File: src/rtl/dmem_arbiter_if.sv
// Data-memory port bundle between the arbiter (master) and the data memory (slave).
interface dmem_arbiter_if #(
    parameter int XLEN = 32,
    parameter int ALEN = 32
);
    logic            req;
    logic            we;
    logic [ALEN-1:0] addr;
    logic [XLEN-1:0] wdata;
    logic [3:0]      be;
    logic [2:0]      funct3;
    logic            ready;
    logic [XLEN-1:0] rdata;

    modport master (
        output req, we, addr, wdata, be, funct3,
        input  ready, rdata
    );

    modport slave (
        input  req, we, addr, wdata, be, funct3,
        output ready, rdata
    );
endinterface

File: src/rtl/dmem_arbiter.sv
// Round-robin arbiter sharing the data-memory port between the CPU MEM stage and a DMA/debug port.
// Optional BUSY watchdog enabled by defining DMEM_ARB_TIMEOUT_EN (adds parameter TIMEOUT_CYCLES).
module dmem_arbiter #(
    parameter int XLEN = 32,
    parameter int ALEN = 32
`ifdef DMEM_ARB_TIMEOUT_EN
    ,
    parameter int TIMEOUT_CYCLES = 255
`endif
) (
    input  logic            clk,
    input  logic            rst,
    input  logic            cpu_req,
    input  logic            cpu_we,
    input  logic [ALEN-1:0] cpu_addr,
    input  logic [XLEN-1:0] cpu_wdata,
    input  logic [3:0]      cpu_be,
    input  logic [2:0]      cpu_funct3,
    output logic            cpu_stall,
    output logic [XLEN-1:0] cpu_rdata,
    output logic            cpu_rvalid,
    input  logic            dma_req,
    input  logic            dma_we,
    input  logic [ALEN-1:0] dma_addr,
    input  logic [XLEN-1:0] dma_wdata,
    input  logic [3:0]      dma_be,
    output logic [XLEN-1:0] dma_rdata,
    output logic            dma_done,
    dmem_arbiter_if.master  mem,
    output logic            arb_err
);

    typedef enum logic {
        ST_IDLE = 1'b0,
        ST_BUSY = 1'b1
    } state_t;

    localparam logic OWN_CPU = 1'b0;
    localparam logic OWN_DMA = 1'b1;

    state_t          state_r;
    state_t          state_nxt_s;
    logic            last_grant_r;
    logic            owner_r;
    logic            mem_req_r;
    logic            mem_we_r;
    logic [ALEN-1:0] mem_addr_r;
    logic [XLEN-1:0] mem_wdata_r;
    logic [3:0]      mem_be_r;
    logic [2:0]      mem_funct3_r;
    logic [XLEN-1:0] cpu_rdata_r;
    logic            cpu_rvalid_r;
    logic [XLEN-1:0] dma_rdata_r;
    logic            dma_done_r;
    logic            arb_err_r;

    logic            cpu_elig_s;
    logic            dma_elig_s;
    logic            grant_dma_s;
    logic            launch_s;
    logic            complete_s;
    logic            timeout_s;

    // A requester whose completion pulse is high this cycle is being retired and must not re-launch.
    assign cpu_elig_s = cpu_req & ~cpu_rvalid_r;
    assign dma_elig_s = dma_req & ~dma_done_r;

    // Round-robin pick: on a tie the requester that did not win last time goes first.
    always_comb begin
        grant_dma_s = 1'b0;
        if (cpu_elig_s && dma_elig_s) begin
            grant_dma_s = ~last_grant_r;
        end else begin
            grant_dma_s = dma_elig_s;
        end
    end

`ifdef DMEM_ARB_TIMEOUT_EN
    localparam int CNT_W = $clog2(TIMEOUT_CYCLES) + 1;

    logic [CNT_W-1:0] busy_cnt_r;

    // Counts BUSY cycles without mem.ready; cleared on every launch.
    always_ff @(posedge clk) begin
        if (rst) begin
            busy_cnt_r <= {CNT_W{1'b0}};
        end else if (launch_s) begin
            busy_cnt_r <= {CNT_W{1'b0}};
        end else if ((state_r == ST_BUSY) && !mem.ready) begin
            busy_cnt_r <= busy_cnt_r + CNT_W'(1);
        end else begin
            busy_cnt_r <= busy_cnt_r;
        end
    end

    assign timeout_s = (state_r == ST_BUSY) && !mem.ready &&
                       (busy_cnt_r == CNT_W'(TIMEOUT_CYCLES - 1));
`else
    assign timeout_s = 1'b0;
`endif

    // FSM state register.
    always_ff @(posedge clk) begin
        if (rst) begin
            state_r <= ST_IDLE;
        end else begin
            state_r <= state_nxt_s;
        end
    end

    // FSM next-state logic.
    always_comb begin
        state_nxt_s = state_r;
        case (state_r)
            ST_IDLE: begin
                if (cpu_elig_s || dma_elig_s) begin
                    state_nxt_s = ST_BUSY;
                end else begin
                    state_nxt_s = ST_IDLE;
                end
            end
            ST_BUSY: begin
                if (mem.ready || timeout_s) begin
                    state_nxt_s = ST_IDLE;
                end else begin
                    state_nxt_s = ST_BUSY;
                end
            end
            default: state_nxt_s = ST_IDLE;
        endcase
    end

    // FSM output decode: launch and retire strobes for the datapath.
    always_comb begin
        launch_s   = 1'b0;
        complete_s = 1'b0;
        case (state_r)
            ST_IDLE: launch_s   = cpu_elig_s | dma_elig_s;
            ST_BUSY: complete_s = mem.ready;
            default: begin
                launch_s   = 1'b0;
                complete_s = 1'b0;
            end
        endcase
    end

    // Datapath: latch the winner's access, hold it while BUSY, capture the result for its owner.
    always_ff @(posedge clk) begin
        if (rst) begin
            last_grant_r <= OWN_DMA;
            owner_r      <= OWN_CPU;
            mem_req_r    <= 1'b0;
            mem_we_r     <= 1'b0;
            mem_addr_r   <= {ALEN{1'b0}};
            mem_wdata_r  <= {XLEN{1'b0}};
            mem_be_r     <= 4'b0000;
            mem_funct3_r <= 3'b000;
            cpu_rdata_r  <= {XLEN{1'b0}};
            cpu_rvalid_r <= 1'b0;
            dma_rdata_r  <= {XLEN{1'b0}};
            dma_done_r   <= 1'b0;
            arb_err_r    <= 1'b0;
        end else begin
            cpu_rvalid_r <= 1'b0;
            dma_done_r   <= 1'b0;
            arb_err_r    <= 1'b0;
            if (launch_s) begin
                mem_req_r    <= 1'b1;
                owner_r      <= grant_dma_s;
                last_grant_r <= grant_dma_s;
                mem_we_r     <= grant_dma_s ? dma_we    : cpu_we;
                mem_addr_r   <= grant_dma_s ? dma_addr  : cpu_addr;
                mem_wdata_r  <= grant_dma_s ? dma_wdata : cpu_wdata;
                mem_be_r     <= grant_dma_s ? dma_be    : cpu_be;
                // The DMA port has no access type of its own; it always moves whole words.
                mem_funct3_r <= grant_dma_s ? 3'b010    : cpu_funct3;
            end else if (complete_s || timeout_s) begin
                mem_req_r <= 1'b0;
                arb_err_r <= timeout_s;
                if (owner_r == OWN_DMA) begin
                    dma_done_r  <= 1'b1;
                    dma_rdata_r <= complete_s ? mem.rdata : {XLEN{1'b0}};
                end else begin
                    cpu_rvalid_r <= 1'b1;
                    cpu_rdata_r  <= complete_s ? mem.rdata : {XLEN{1'b0}};
                end
            end else begin
                mem_req_r <= mem_req_r;
            end
        end
    end

    assign cpu_stall  = cpu_req & ~cpu_rvalid_r;
    assign cpu_rdata  = cpu_rdata_r;
    assign cpu_rvalid = cpu_rvalid_r;
    assign dma_rdata  = dma_rdata_r;
    assign dma_done   = dma_done_r;
    assign arb_err    = arb_err_r;
    assign mem.req    = mem_req_r;
    assign mem.we     = mem_we_r;
    assign mem.addr   = mem_addr_r;
    assign mem.wdata  = mem_wdata_r;
    assign mem.be     = mem_be_r;
    assign mem.funct3 = mem_funct3_r;

endmodule

File: src/flat_wrapper.sv
// flat-port wrapper written by rule: the top's interface ports become plain ports
module dmem_arbiter_flat 
#(
    parameter int XLEN = 32,
    parameter int ALEN = 32

)
  (clk, rst, cpu_req, cpu_we, cpu_addr, cpu_wdata, cpu_be, cpu_funct3, cpu_stall, cpu_rdata, cpu_rvalid, dma_req, dma_we, dma_addr, dma_wdata, dma_be, dma_rdata, dma_done, arb_err, mem_req, mem_we, mem_addr, mem_wdata, mem_be, mem_funct3, mem_ready, mem_rdata);
  dmem_arbiter_if #(.XLEN(XLEN), .ALEN(ALEN)) mem_i ();
  input  logic clk;
  input  logic rst;
  input  logic cpu_req;
  input  logic cpu_we;
  input  logic [ALEN-1:0] cpu_addr;
  input  logic [XLEN-1:0] cpu_wdata;
  input  logic [3:0] cpu_be;
  input  logic [2:0] cpu_funct3;
  output logic cpu_stall;
  output logic [XLEN-1:0] cpu_rdata;
  output logic cpu_rvalid;
  input  logic dma_req;
  input  logic dma_we;
  input  logic [ALEN-1:0] dma_addr;
  input  logic [XLEN-1:0] dma_wdata;
  input  logic [3:0] dma_be;
  output logic [XLEN-1:0] dma_rdata;
  output logic dma_done;
  output logic arb_err;
  output wire logic [$bits(mem_i.req)-1:0] mem_req;
  output wire logic [$bits(mem_i.we)-1:0] mem_we;
  output wire logic [$bits(mem_i.addr)-1:0] mem_addr;
  output wire logic [$bits(mem_i.wdata)-1:0] mem_wdata;
  output wire logic [$bits(mem_i.be)-1:0] mem_be;
  output wire logic [$bits(mem_i.funct3)-1:0] mem_funct3;
  input wire logic [$bits(mem_i.ready)-1:0] mem_ready;
  input wire logic [$bits(mem_i.rdata)-1:0] mem_rdata;
  assign mem_req = mem_i.req;
  assign mem_we = mem_i.we;
  assign mem_addr = mem_i.addr;
  assign mem_wdata = mem_i.wdata;
  assign mem_be = mem_i.be;
  assign mem_funct3 = mem_i.funct3;
  assign mem_i.ready = mem_ready;
  assign mem_i.rdata = mem_rdata;
  dmem_arbiter #(.XLEN(XLEN), .ALEN(ALEN)) u_core (.clk(clk), .rst(rst), .cpu_req(cpu_req), .cpu_we(cpu_we), .cpu_addr(cpu_addr), .cpu_wdata(cpu_wdata), .cpu_be(cpu_be), .cpu_funct3(cpu_funct3), .cpu_stall(cpu_stall), .cpu_rdata(cpu_rdata), .cpu_rvalid(cpu_rvalid), .dma_req(dma_req), .dma_we(dma_we), .dma_addr(dma_addr), .dma_wdata(dma_wdata), .dma_be(dma_be), .dma_rdata(dma_rdata), .dma_done(dma_done), .mem(mem_i), .arb_err(arb_err));
endmodule
File: config.mk
export PLATFORM = sky130hd
export DESIGN_NAME = dmem_arbiter_flat
export DESIGN_NICKNAME = d
export VERILOG_FILES = /design/src/rtl/dmem_arbiter_if.sv /design/src/rtl/dmem_arbiter.sv /design/src/flat_wrapper.sv
export SDC_FILE = /design/constraint.sdc
export NUM_CORES = 1
export LEC_CHECK = 0
export BUFFER_PORTS_ARGS = -buffer_cell sky130_fd_sc_hd__buf_2
export CAP_MARGIN = 20
export CELL_PAD_IN_SITES_DETAIL_PLACEMENT = 0
export CELL_PAD_IN_SITES_GLOBAL_PLACEMENT = 1
export CORE_UTILIZATION = 27
export DETAILED_ROUTE_END_ITERATION = 8
export GPL_TIMING_DRIVEN = 0
export PLACE_DENSITY_LB_ADDON = 0.1
export SYNTH_ARGS = -nofsm -noshare
export SYNTH_HDL_FRONTEND = slang
export SYNTH_SLANG_ARGS = --single-unit
export TNS_END_PERCENT = 50
File: constraint.sdc
create_clock -name clk -period 1.2 [get_ports clk]
set_input_delay 0.12 -clock clk [delete_from_list [all_inputs] [get_ports clk]]
set_output_delay 0.12 -clock clk [all_outputs]
set_load 0.02 [all_outputs]
# After elaboration in Yosys (flattened, before gate mapping)
# Cells that the tools add are included.
[totals]
regBits = 142
input_bits = 178
output_inout_bits = 141
wordCells = 44
[classes]
n_mux = 15
bitwise_logic = 10
n_reduce_logical = 6
[op_table]
columns = ["op", "n"]
rows = [
  ["$mux W32", 2],
  ["$mux W1", 10],
  ["$not A1 Y1", 7],
  ["$reduce_and A3 Y1", 2],
  ["$mux W4", 1],
  ["$mux W3", 1],
  ["$reduce_or A3 Y1", 1],
  ["$and A1 B1 Y1", 2],
  ["$pmux W1 S2", 1],
  ["$reduce_bool A2 Y1", 1],
  ["$logic_and A1 B1 Y1", 1],
  ["$logic_or A1 B1 Y1", 1],
  ["$or A1 B1 Y1", 1],
]

# Longest topological paths before layout
# Gate-level depths: netlist of the first run.
[depth]
ltp_word = 6
ltp_mapped = 7
ltp_nobuf = 5

# Least setup slack after synthesis of the first run
# OpenSTA, ideal clock, no wires.
[synth_path]
kind = "reg-to-reg"
from = "register u_core.cpu_rvalid_r (netlist: u_core.cpu_rvalid)"
to = "register u_core.mem_be_r[0] (netlist: u_core.mem.be[0])"
setup_time_ns = 0.086
arrival_time_ns = 1.381
required_ns = 1.114
path_slack_ns = -0.266
stages_incl_launch_ff = 7
path_buffers = 1
synth_period_minus_slack_ns = 1.466
cell_sequence = "dfxtp_1 nand2b_4 inv_2 a21oi_2 buf_2 a21oi_1 a211oi_1"
[synth_via]
elab_chain_cells = 5
word_cells_on_any_way = 7
cone_classes = "mux: 3; bitwise: 3; reduce/logical: 1"
[synth_rtl]
columns = ["element", "line", "text"]
rows = [
  ["start, declared", "dmem_arbiter.sv:52", "logic cpu_rvalid_r;"],
  ["start signal, assigned", "dmem_arbiter.sv:159", "cpu_rvalid_r <= 1'b0;"],
  ["start signal, assigned", "dmem_arbiter.sv:164", "cpu_rvalid_r <= 1'b0;"],
  ["start signal, assigned", "dmem_arbiter.sv:184", "cpu_rvalid_r <= 1'b1;"],
  ["$not A1 Y1 (*)", "--", ""],
  ["$and A1 B1 Y1 (*)", "--", ""],
  ["named net cpu_stall", "flat_wrapper.sv:18", "output logic cpu_stall;"],
  ["$logic_and A1 B1 Y1", "dmem_arbiter.sv:71", "if (cpu_elig_s && dma_elig_s) begin"],
  ["$mux W1", "dmem_arbiter.sv:71", ""],
  ["$mux W4", "dmem_arbiter.sv:174", "mem_be_r <= grant_dma_s ? dma_be : cpu_be;"],
  ["end signal, assigned", "dmem_arbiter.sv:174", ""],
  ["end, declared", "dmem_arbiter.sv:49", "logic [3:0] mem_be_r;"],
]
# Mark *: on every way through the listed nets, which the timed path passes. The rest lies on a longest branch.
# A chain may end at the register's enable or synchronous reset.

# Worst setup path in the final report of the first run
[layout_path]
from = "register u_core.cpu_rvalid_r (netlist: u_core.cpu_rvalid)"
to = "register u_core.mem_wdata_r[12] (netlist: u_core.mem.wdata[12])"
[layout_via]
elab_chain_cells = 5
word_cells_on_any_way = 7
cone_classes = "mux: 3; bitwise: 3; reduce/logical: 1"
[layout_rtl]
columns = ["element", "line", "text"]
rows = [
  ["$not A1 Y1 (*)", "dmem_arbiter.sv:65", "assign cpu_elig_s = cpu_req & ~cpu_rvalid_r;"],
  ["$and A1 B1 Y1 (*)", "dmem_arbiter.sv:65", ""],
  ["$logic_and A1 B1 Y1", "dmem_arbiter.sv:71", ""],
  ["$mux W1", "dmem_arbiter.sv:71", ""],
  ["$mux W32", "dmem_arbiter.sv:173", "mem_wdata_r <= grant_dma_s ? dma_wdata : cpu_wdata;"],
  ["end signal, assigned", "dmem_arbiter.sv:155", "mem_wdata_r <= {XLEN{1'b0}};"],
  ["end signal, assigned", "dmem_arbiter.sv:173", ""],
  ["end, declared", "dmem_arbiter.sv:48", "logic [XLEN-1:0] mem_wdata_r;"],
]
# Every way passes the cells marked *; elsewhere a longest branch is shown, timed or not.

==> metrics.txt, run 1 <==
status=finished with violations; failing checks=negative setup slack; area delta synth->final=78.5%; peak supply drop=0.919 mV; Routed Antenna Nets=0; Post-Synthesis Cells=704; synthesized area=5500 sq um; post-route cell area=9810 sq um; number of global-route vias before repair=6412; Clk pwr share=38.8%; internal power=9570 uW; DR pass1 iterations=6; Critical Path Sink=u_core.mem.wdata[12]; sequential share of power=38.5%; Leak=0.00452 uW; Boundary Pins=319; pin count of the biggest net entering global routing=17; Slew Limit Fails=0; layout cells sized above 1=40.7%; Reg2Reg Launch Point=u_core.cpu_rvalid; final cycle utilization of the critical path=117%; Hold Path Class=in -> reg; final setup margin=-0.208 ns; Initial Utilization=27.9%; cell count of the worst reg-to-reg path=7; CTS sink count=142; WP data required=1.53 ns; FMAX=710 MHz; final hold violation count=0; WL per Instance=15.6 um; RD Place Congestion=0.737; setup TNS=-13.58 ns; routed wire length=22.4 mm; initial antenna violation count=3; count of max-cap constraint violations=0; NumNets Final=1332; Overflow after GRT=0; htree depth=4; Max clock buf depth=2; kind of critical path=reg -> reg; clk root buf=clkbuf_16; critical path endpoint category=register; Post-DP Area=7550 sq um; post-DP HPWL=16.0 mm; Seq cells post-synth=142; switch share=29.6%; Clk pin slew, worst setup/hold paths=0.07 ns; Power Total=13600 uW; CTS buffer count=17; count of cell types in the netlist=21; commonest cells after routing, fill and taps aside=buf_2 (319), nand2_1 (174), dfxtp_1 (138); Max Clock Skew=0.00870 ns; syn_area_per_cell=7.81 sq um; Via density=4.56; Worst EP arrival=1.74 ns; die area=20900 sq um; Initial DRC Count=133; RR Endpoint=u_core.mem.wdata[12]; Die X=145 um; worst setup path start=u_core.cpu_rvalid; clk_lat worst skew=0.42 ns; Finished Layout Cells=1433; gr usage total=20.9%; min Tclk post-route=1.41 ns; Placeable Area=19700 sq um; CTS tree=yes; footprint of the multi-input gates=2620 sq um; residual DRC count=0; DIE HEIGHT=145 um; Psw=4020 uW; Comb pwr share=22.7%; first-pass GRT wire length=33.5 mm; Final setup viols=100; unrepaired setup endpoints after global routing=true; YS warnings=0; Max FO, Critical Path=10; Syn Nets=882; sequential cell area fraction in the yosys report=51.7%; commonest non-fill, non-tap cell in the layout=buf_2; FILL cells=1983; # port buffers=316; vias after detailed routing=6535; Register-to-Register Setup Slack=-0.21 ns; pwr/cell area=1380 nW/um^2; FF/Latch Area=2850 sq um; Slew headroom=56.1%; worst slew pin tran=0.658 ns; CP startpoint kind=register; Site Rows=51; dpl cells=1285
-- timing repair --
action,in CTS,in global routing
resized for setup,81,53
pin swaps,28,22
setup buffers,7,0
cloned,5,2
hold buffers,104,0
endpoints found under the setup margin,140,141
endpoints found under the hold margin,136,0
-- worst min path at each step --
stage | start | to | slack, ns | cells past startpoint
after floorplan | mem_rdata[10] | u_core.cpu_rdata[10] | 0.26 | 2
after global placement | cpu_wdata[26] | u_core.mem.wdata[26] | 0.37 | 3
after detailed placement | cpu_wdata[9] | u_core.mem.wdata[9] | 0.37 | 3
after CTS | dma_addr[18] | u_core.mem.addr[18] | 0.003 | 3
after global routing | dma_wdata[2] | u_core.mem.wdata[2] | 0.02 | 3
final | dma_addr[18] | u_core.mem.addr[18] | 0.02 | 3
-- layout make-up --
| type | instances | area share (%) |
|---|---|---|
| buffer | 60 | 5.89 |
| timing repair buffer | 433 | 28.9 |
| clock buffer | 18 | 4.48 |
| clock inverter | 13 | 1.43 |
| tap | 265 | 3.38 |
| multi-input combinational | 499 | 26.7 |
| inverter | 1 | 0.0893 |
| sequential | 142 | 29.1 |
| antenna | 2 | 0.0510 |
-- registers in the layout (all words and copies together) (netlist names) --
signal	cells
u_core.mem.addr	32
u_core.mem.funct3	3
u_core.dma_done	1
u_core.mem.wdata	32
u_core.mem.req	1
u_core.dma_rdata	32
u_core.last_grant_r	1
u_core.cpu_rdata	32
u_core.mem.be	4
u_core.mem.we	1
u_core.cpu_rvalid	1
u_core.owner_r	1
u_core.state_r	1
-- synthesized netlist by cell type --
library cell  count  area, sq um
dfxtp_1         142         2840
nor3_1            2         10.0
nand2b_4          2         27.5
a21oi_2           2         17.5
buf_4             1         7.51
nand2_1         201          754
a211oi_1         69          518
nand3_1           3         15.0
nor2_1           74          278
a2bb2oi_1         1         8.76
buf_2            38          190
inv_2             1         3.75
or2_2             1         6.26
a21o_1            2         15.0
conb_1            1         3.75
o21a_1            2         15.0
and3_1            1         6.26
a21oi_1         137          686
buf_1             1         3.75
clkbuf_1         22         82.6
o21ai_0           1         5.00
-- cells by family (layout without fill, tap and decap cells) --
| logic type | count (synthesis) | count (layout) | share of synthesized area [%] |
|---|---|---|---|
| DFF | 142 | 142 | 51.7 |
| and+or+nand+nor | 284 | 284 | 20.0 |
| AOI/OAI and AO/OA | 214 | 214 | 23.0 |
| other | 1 | 3 | 0.0682 |
| buffers and inverters | 63 | 525 | 5.24 |
-- stage by stage --
step / utilization [%] / setup WS (ns) / hold WS (ns)
2_1_floorplan: - / -0.113 / 0.256
3_3_place_gp: 38.3 / -0.484 / 0.371
3_5_place_dp: 38.3 / -0.493 / 0.373
4_1_cts: 48.7 / -0.224 / 0.00339
5_1_grt: 49.7 / -0.306 / 0.0165
6_report: 49.7 / -0.208 / 0.0176
-- critical path, cell delays in order, from the launching register on --
cell      delay, ns
dfxtp_4        0.34
nand2b_4       0.16
inv_6          0.05
a21oi_4        0.17
buf_12         0.17
buf_8          0.14
a21oi_1        0.07
a211oi_1       0.22
-- power by group through the flow --
stage	combinational, uW	sequential, uW	clock, uW
final	3080	5230	5270
after CTS	2980	5220	5400
after global placement	2470	5310	0
after detailed placement	2450	5320	0
after global routing	3360	5270	5610
after floorplan	1040	5720	0
-- routing by layer --
layer	wire, um	global-route usage (%)	vias up
li1	-	-	3275
met1	9000	23.3	3009
met2	11100	37.0	220
met3	1830	6.98	29
met4	414	7.15	2
met5	12	0	-
Power figures use the tool's default switching activity.
==> run 2, diff against run 1 <==
--- a/config.mk
+++ b/config.mk
@@ -7,7 +7,7 @@
 export LEC_CHECK = 0
 export BUFFER_PORTS_ARGS = -buffer_cell sky130_fd_sc_hd__buf_2
 export CAP_MARGIN = 20
-export CELL_PAD_IN_SITES_DETAIL_PLACEMENT = 0
+export CELL_PAD_IN_SITES_DETAIL_PLACEMENT = 1
 export CELL_PAD_IN_SITES_GLOBAL_PLACEMENT = 1
 export CORE_UTILIZATION = 27
 export DETAILED_ROUTE_END_ITERATION = 8
==> metrics.txt, run 2 (synthesis results as in run 1) <==
Routed Antenna Nets=0; gr usage total=22.9%; Boundary Pins=319; FMAX=686 MHz; Buf+Inv Stages, Crit Path=2; worst slew pin tran=0.722 ns; Site Rows=51; residual DRC count=0; Worst EP arrival=1.74 ns; die area=20900 sq um; pwr/cell area=1330 nW/um^2; clk root buf=clkbuf_16; failing checks=negative setup slack; Clk pwr share=36.5%; WP data required=1.48 ns; RD Place Congestion=0.737; Slew Limit Fails=0; vias after detailed routing=6713; CP startpoint kind=register; NumNets Final=1340; count of max-cap constraint violations=0; final hold violation count=0; commonest cells after routing, fill and taps aside=buf_2 (315), nand2_1 (163), dfxtp_1 (138); Psw=4220 uW; CTS tree=yes; Max clock buf depth=2; Slew headroom=51.9%; DR pass1 iterations=4; slowest CP cell=dfxtp_4; Die X=145 um; CTS buffer count=17; Final setup viols=115; first-pass GRT wire length=36.5 mm; FILL cells=2385; kind of critical path=reg -> reg; Overflow after GRT=0; post-DP HPWL=16.7 mm; delay-heaviest family, CP=compound AO/OA/AOI/OAI gates; layout cells sized above 1=46.0%; unrepaired setup endpoints after global routing=true; Max Clock Skew=0.00830 ns; commonest non-fill, non-tap cell in the layout=buf_2; post-route cell area=10300 sq um; critical-path cell list=nand2b_4 -> a21o_4 -> buf_8 -> buf_6 -> a21oi_1 -> a211oi_2; CTS sink count=142; switch share=30.9%; pin count of the biggest net entering global routing=17; DIE HEIGHT=145 um; Max FO, Critical Path=10; critical path endpoint category=register; sequential share of power=38.3%; Placeable Area=19700 sq um; initial antenna violation count=3; setup TNS=-15.95 ns; Via density=4.66; WL per Instance=17.3 um; number of global-route vias before repair=6981; max incr delay on CP=0.34 ns; clk_lat worst skew=0.43 ns; Initial Utilization=27.9%; Post-DP Area=7550 sq um; final hold slack=0.0167 ns; min Tclk post-route=1.46 ns; status=finished with violations; area delta synth->final=87.5%; # port buffers=316; final cycle utilization of the critical path=121%; internal power=9450 uW; peak supply drop=1.01 mV; Power Total=13700 uW; Comb pwr share=25.2%; Hold Path Class=in -> reg; routed wire length=24.9 mm; Initial DRC Count=170; htree depth=4; Clk pin slew, worst setup/hold paths=0.06 ns; final setup margin=-0.257 ns; Leak=0.00465 uW; Core Util, Final=52.3%
==> run 2: power groups by stage <==
stage	Sequential [uW]	Clock, uW	Combinational [uW]
floorplan	5720	0	1040
global placement	5310	0	2470
detailed placement	5320	0	2470
CTS	5230	5130	3070
global route	5270	5310	3720
finish	5230	4990	3450
==> run 2: worst min-delay path: cells and delay by family <==
family | cells | cell delay (ns)
buffers and inverters | 1 | 0.10
AO/OA/AOI/OAI | 2 | 0.18
==> run 2: per-layer routing <==
metal  up-vias  GRT usage, %  routed length (um)
met3        36          7.40                1790
met4         2          8.03                 522
met2       224          41.7               12900
met1      3157          24.8                9750
li1       3294             -                   -
met5         -             0                  12
==> run 2: area by class of cell <==
cell class / count / area (sq um) / share of cell area [%]
antenna: 2 / 5.00 / 0.0486
multi-input combinational: 499 / 2950 / 28.6
timing repair buffer: 440 / 2960 / 28.7
inverter: 1 / 8.76 / 0.0850
clock buffer: 17 / 425 / 4.13
buffer: 61 / 658 / 6.39
clock inverter: 13 / 118 / 1.14
sequential: 142 / 2850 / 27.7
tap: 265 / 332 / 3.22
==> run 2: worst paths after layout <==
check,end,depth (start not counted),startpoint,slack [ns]
setup / recovery,u_core.mem.wdata[23],6,u_core.cpu_rvalid,-0.26
hold / removal,u_core.mem.wdata[3],3,dma_wdata[3],0.02
setup reg to reg,u_core.mem.wdata[23],6,u_core.cpu_rvalid,-0.26
hold reg to reg,u_core.cpu_rdata[5],2,u_core.cpu_rdata[5],0.45
==> run 2: what timing repair did <==
item,CTS,global route
setup buffers,6,2
pin swaps,33,46
hold endpoints to repair,135,0
hold buffers,108,0
gates cloned,4,5
endpoints found under the setup margin,140,142
gates resized for setup,107,126
==> run 2: metrics by stage <==
step                std cells  worst slack, ns
finish                   1440           -0.257
global route             1439           -0.320
CTS                      1432           -0.232
detailed placement       1285           -0.493
global placement         1285           -0.484
floorplan                 704           -0.113
